## src/rtl/conv_pkg.sv

```systemverilog
// Shared definitions for the convolution tap MAC: FSM encoding and a
// constant-evaluable clog2 used to size counters.
package conv_pkg;

  localparam logic [1:0] ST_IDLE  = 2'd0;
  localparam logic [1:0] ST_ISSUE = 2'd1;
  localparam logic [1:0] ST_WAIT  = 2'd2;
  localparam logic [1:0] ST_DONE  = 2'd3;

  typedef enum logic [1:0] {
    IDLE  = ST_IDLE,
    ISSUE = ST_ISSUE,
    WAIT  = ST_WAIT,
    DONE  = ST_DONE
  } convState;

  function automatic int clog2(input int value);
    int r;
    r = 0;
    for (int v = value - 1; v > 0; v = v >> 1) r++;
    return r;
  endfunction

endpackage

```

## src/rtl/conv_mac_acc.sv

```systemverilog
// Registered signed multiply-accumulate: unsigned tap times signed coefficient,
// sign-extended into the accumulator. accNext exposes the value the next edge loads.
module conv_mac_acc #(
  parameter int WIDTH = 8,
  parameter int ACC_W = 2*WIDTH+4
) (
  input  logic                    clk,
  input  logic                    rst,
  input  logic                    clr,
  input  logic                    en,
  input  logic        [WIDTH-1:0] a,
  input  logic signed [WIDTH-1:0] b,
  output logic signed [ACC_W-1:0] acc,
  output logic signed [ACC_W-1:0] accNext
);

  logic signed [2*WIDTH:0] prod;

  // Zero-extend the tap so the product is a true signed*unsigned result.
  assign prod = $signed({1'b0, a}) * b;

  always_comb begin
    accNext = acc;
    if (clr)
      accNext = '0;
    else if (en)
      accNext = acc + ACC_W'(prod);
  end

  always_ff @(posedge clk or negedge rst) begin
    if (!rst)
      acc <= '0;
    else
      acc <= accNext;
  end

endmodule

```

## src/rtl/conv_tap_mac.sv

```systemverilog
// Reads DEPTH taps from the tap register file one at a time, multiplies each by
// its latched coefficient and emits the sum with a one-cycle result_valid pulse.
module conv_tap_mac
  import conv_pkg::*;
#(
  parameter int WIDTH   = 8,
  parameter int DEPTH   = 5,
  parameter int ADDR    = 3,
  parameter int ACC_W   = 2*WIDTH+4,
  parameter int TIMEOUT = 15
) (
  input  logic                    clk,
  input  logic                    rst,
  input  logic                    start,
  input  logic [DEPTH*WIDTH-1:0]  coeff,
  output logic                    rd_en,
  output logic [ADDR-1:0]         rd_addr,
  input  logic [WIDTH-1:0]        rd_data,
  input  logic                    rd_data_valid,
  output logic signed [ACC_W-1:0] result,
  output logic                    result_valid,
  output logic                    busy,
  output logic                    error,
  output logic [1:0]              dbgState
);

  localparam int IDX_W = (clog2(DEPTH) < 1) ? 1 : clog2(DEPTH);
  localparam int CNT_W = clog2(TIMEOUT + 1);

  // Read handshake: rd_en pulses for one cycle with rd_addr; the file answers
  // later with a one-cycle rd_data_valid. Only one read is ever outstanding and
  // rd_data_valid is only consumed in WAIT.
  convState                  state;
  logic [IDX_W-1:0]          tapIdx;
  logic [CNT_W-1:0]          waitCnt;
  logic signed [WIDTH-1:0]   coefReg [DEPTH];
  logic                      accClr;
  logic                      accEn;
  logic signed [ACC_W-1:0]   acc;
  logic signed [ACC_W-1:0]   accNext;

  assign accClr   = (state == IDLE) && start;
  assign accEn    = (state == WAIT) && rd_data_valid;
  assign busy     = (state != IDLE);
  assign dbgState = state;

  always_ff @(posedge clk) begin
    if (accClr) begin
      for (int i = 0; i < DEPTH; i++)
        coefReg[i] <= coeff[i*WIDTH +: WIDTH];
    end
  end

  conv_mac_acc #(
    .WIDTH (WIDTH),
    .ACC_W (ACC_W)
  ) u_mac (
    .clk     (clk),
    .rst     (rst),
    .clr     (accClr),
    .en      (accEn),
    .a       (rd_data),
    .b       (coefReg[tapIdx]),
    .acc     (acc),
    .accNext (accNext)
  );

  always_ff @(posedge clk or negedge rst) begin
    if (!rst) begin
      state        <= IDLE;
      rd_en        <= 1'b0;
      rd_addr      <= '0;
      result       <= '0;
      result_valid <= 1'b0;
      error        <= 1'b0;
      tapIdx       <= '0;
      waitCnt      <= '0;
    end else begin
      result_valid <= 1'b0;
      case (state)
        IDLE: begin
          if (start) begin
            state   <= ISSUE;
            rd_en   <= 1'b1;
            rd_addr <= '0;
            tapIdx  <= '0;
            waitCnt <= '0;
            error   <= 1'b0;
          end
        end
        ISSUE: begin
          rd_en   <= 1'b0;
          waitCnt <= '0;
          state   <= WAIT;
        end
        WAIT: begin
          if (rd_data_valid) begin
            // The last product is folded in via accNext so result lines up with result_valid.
            if (tapIdx == IDX_W'(DEPTH - 1)) begin
              result       <= accNext;
              result_valid <= 1'b1;
              state        <= DONE;
            end else begin
              tapIdx  <= tapIdx + IDX_W'(1);
              rd_addr <= ADDR'(tapIdx + IDX_W'(1));
              rd_en   <= 1'b1;
              state   <= ISSUE;
            end
          end else if (waitCnt == CNT_W'(TIMEOUT - 1)) begin
            error <= 1'b1;
            state <= IDLE;
          end else begin
            waitCnt <= waitCnt + CNT_W'(1);
          end
        end
        DONE: begin
          state <= IDLE;
        end
        default: state <= IDLE;
      endcase
    end
  end

endmodule

```

## config.mk

```make
export PLATFORM = sky130hd
export DESIGN_NAME = conv_tap_mac
export DESIGN_NICKNAME = d
export VERILOG_FILES = /design/src/rtl/conv_pkg.sv /design/src/rtl/conv_mac_acc.sv /design/src/rtl/conv_tap_mac.sv
export SDC_FILE = /design/constraint.sdc
export NUM_CORES = 1
export LEC_CHECK = 0
export ABC_CLOCK_PERIOD_IN_PS = 5150
export CAP_MARGIN = 30
export CORE_UTILIZATION = 45
export CTS_CLUSTER_SIZE = 24
export DETAILED_ROUTE_END_ITERATION = 6
export GPL_TIMING_DRIVEN = 0
export HOLD_SLACK_MARGIN = 0.06
export PLACE_DENSITY = 0.67
export REMOVE_ABC_BUFFERS = 1
export SYNTH_ARGS = -nofsm -noshare
export SYNTH_HDL_FRONTEND = slang
export SYNTH_SLANG_ARGS = --single-unit
```

## constraint.sdc

```tcl
create_clock -name clk -period 5.15 [get_ports clk]
set_input_delay 1.2875 -clock clk [delete_from_list [all_inputs] [get_ports clk]]
set_output_delay 1.2875 -clock clk [all_outputs]
set_load 0.01 [all_outputs]
```

==> flow_summary.yaml <==
route:
  routed_via_density: 5.19
  drtAntennaViolNets: 0
  route.vias.total: 4602
  dr.pass1.iters: 4
  drt_iter0_markers: 354
  routedWlPerCell_um: 16.8
  routed_wl_mm: 14.9
  drc_errors: 0
outcome:
  violations: "negative setup slack"
  outcome: "complete, but fails checks"
logic_synthesis:
  synth_compound_area_share_pct: 8.37
  yosysTopAreaCell: "dfrtp_1"
  synth_enable_flop_cells: 40
  ys_ff_latch: 92
  synth_top_family_by_area: "adder cells"
  synth_adder_area_share_pct: 28.2
  async_flop_share_pct: 56.5
  yosysWarningCount: 0
  synth_cells: 595
  synth_area_leaders: "dfrtp_1 20%, edfxtp_1 18%, fa_1 16%"
  postSynthAreaPerCell_sq_um: 11.0
  synthXorXnorAreaFrac_pct: 2.15
  yosys.area_share.simple_pct: 12.1
  synth_area_sq_um: 6530
  synth_common_cells: "76 x inv_1, 71 x nand2_1, 64 x ha_1"
  ys_types: 37
  synth_top_cell_area_share_pct: 19.9
  yosysSeqAreaShare_pct: 38.3
  muxShareOfSynthArea_pct: 5.59
  synth_ff_type: "dfrtp_1"
  synth_most_common_cell: "inv_1"
floorplanning:
  core_sq_um: 14000
  dieArea_sq_um: 15000
  rows: 43
  initial_core_util_pct: 46.5
  ios: 81
  die_h_um: 122
  fp.dieW_um: 122
final_layout:
  fillers: 1131
  utilization_pct: 60.2
  drive_gt1_share_pct: 17.7
  final_cell_area_sq_um: 8450
  antenna-diode-count: 0
  area_delta_synth_final_pct: 29.4
  nets: 870
place:
  placed_cell_area_sq_um: 7550
  hpwlAfterDp_mm: 10.7
  io_buffers: 80
  place_congestion: 0.854
worst_setup_path:
  slowest_stage: "fa_1"
  critical_path_buf_inv_count: 2
  path_depth: 17
  crit_chain: "buf_6 -> mux4_2 -> mux2i_4 -> buf_6 -> nor2_1 -> fa_1 -> fa_1 -> fa_1 -> fa_1 -> ha_1 -> ha_4 -> o21ai_0 -> a21oi_2 -> nand2_1 -> o21a_1 -> xnor2_2 -> mux2_2"
  critical_path_class: "reg -> reg"
  cp-startpoint: "tapIdx[0]$_DFFE_PN0P_"
  path_max_fanout: 5
  r2r_slack_ns: -0.49
  rr_endpoint: "result[14]$_DFFE_PN0P_"
  critPathTopFamily: "adder cells"
  crit_path_start_kind: "register"
  worst_path_most_repeated_cell: "fa_1"
  cp.required_ns: 5.38
  cp-end-kind: "register"
  max_stage_delay_ns: 0.54
  r2r-start: "tapIdx[0]$_DFFE_PN0P_"
  crit_arrival_ns: 5.87
  crit_path_end: "result[14]$_DFFE_PN0P_"
  rr_worst_depth: 17
clock_network:
  cts_tree: "done"
  clk_path_buf_depth: 2
  cts_buffers: 9
  htree_num_levels: 3
  cts.clk_slew.worst_paths_ns: 0.07
  hold_buffers: 0
  worst_skew_pair.late_latency_ns: 0.35
  clock-sinks: 92
  cts_root_buf: "clkbuf_16"
grt:
  use_met3_pct: 3.95
  gr-usage-met1_pct: 29.0
  grt.overflow.total: 0
  antenna_found_initial: 0
  grt_pass1_wl_mm: 24.2
  grt_use_met2_pct: 34.8
  grtUsageTotal_pct: 21.6
  grt_pass1_vias: 4791
  grt_busiest_layer: "met2"
  grt_max_degree: 49
sta:
  tightest_slew_ns: 1.03
  fmax_mhz: 177
  hold_viol: 0
  fin_ws_ns: -0.486
  max_slew_margin_pct: 31.3
  rsz0062_at_grt: "true"
  report.final.slew_viol_count: 0
  fin_crit_ns: 5.64
  finalClockSkew_ns: 0.00811
  finalCritPeriodShare_pct: 109
  finalSetupViolCount: 26
flow_run:
  cap_violations: 0
hold_path:
  hold_path.class: "reg -> reg"
[layout by cell type (no fill, tap or decap), drive strengths merged, types with 12 or more instances in the layout]
master         netlist  layout
buf                  4      32
nor2b               27      27
dfrtp               52      52
edfxtp              40      40
nand2               71      71
ha                  64      64
a211oi              12      12
nand2b              18      18
xnor2               14      14
a21oi               23      23
nor2                25      25
inv                 77      80
clkdlybuf4s50        0      71
fa                  52      52
o21ai               27      27
[flip-flops by register name (all words and copies together) (netlist names)]
register	flops
result_valid	1
tapIdx	3
rd_en	1
result	20
dbgState	2
error	1
u_mac.acc	20
coefReg	40
waitCnt	4
[final cells by class]
class                      instances  area [sq um]  share of cell area (%)
multi-input combinational        412          4020                    47.6
inverter                          77           289                    3.42
sequential                        92          2510                    29.7
tap                              180           225                    2.67
clock buffer                       9           225                    2.67
timing repair buffer             110          1090                    12.9
clock inverter                     7          92.6                    1.10
[worst min-delay path by stage]
stage	from	to	slack, ns	cells after the start
after floorplan	u_mac.acc[18]$_DFF_PN0_	u_mac.acc[18]$_DFF_PN0_	0.46	2
after global placement	result[10]$_DFFE_PN0P_	result[10]$_DFFE_PN0P_	0.47	2
after detailed placement	result[16]$_DFFE_PN0P_	result[16]$_DFFE_PN0P_	0.46	2
after CTS	result[16]$_DFFE_PN0P_	result[16]$_DFFE_PN0P_	0.49	2
after global routing	result[16]$_DFFE_PN0P_	result[16]$_DFFE_PN0P_	0.52	2
final	result[16]$_DFFE_PN0P_	result[16]$_DFFE_PN0P_	0.49	2
[through the flow]
| stage | TNS [ns] | setup slack [ns] | hold WS, ns | cells |
|---|---|---|---|---|
| after floorplan | -10.30 | -0.555 | 0.456 | 581 |
| after global placement | -32.91 | -1.46 | 0.465 | 841 |
| after detailed placement | -33.52 | -1.56 | 0.461 | 844 |
| after CTS | -6.93 | -0.443 | 0.489 | 886 |
| after global routing | -11.74 | -0.654 | 0.518 | 887 |
| final | -7.41 | -0.486 | 0.486 | 887 |
[cells by family after synthesis]
kind of cell	after synthesis
AOI/OAI and AO/OA	89
xor gates and xnor gates	16
adders and majority gates	116
buffers and inverters	91
DFF	92
muxes	24
and+or+nand+nor	167
[routing by layer]
metal / routed length (um) / vias up
met5: 0 / -
met4: 271 / 0
met3: 553 / 19
met2: 7310 / 103
met1: 6740 / 2272
li1: - / 2208
[tightest hold or removal path, stage by stage, from the launching register on]
cell and delay [ns]:
dfrtp_1 0.35, nand2_1 0.05, nand2_1 0.06
[timing repair]
action	CTS	global route
pin swaps	26	12
buffers inserted	26	1
gates resized for setup	71	17
setup endpoints to repair	30	26
gates cloned	0	0
Power is left out: the tool's default activity adds up to more than one toggle a clock period on the data nets, which glitch-free logic cannot reach.
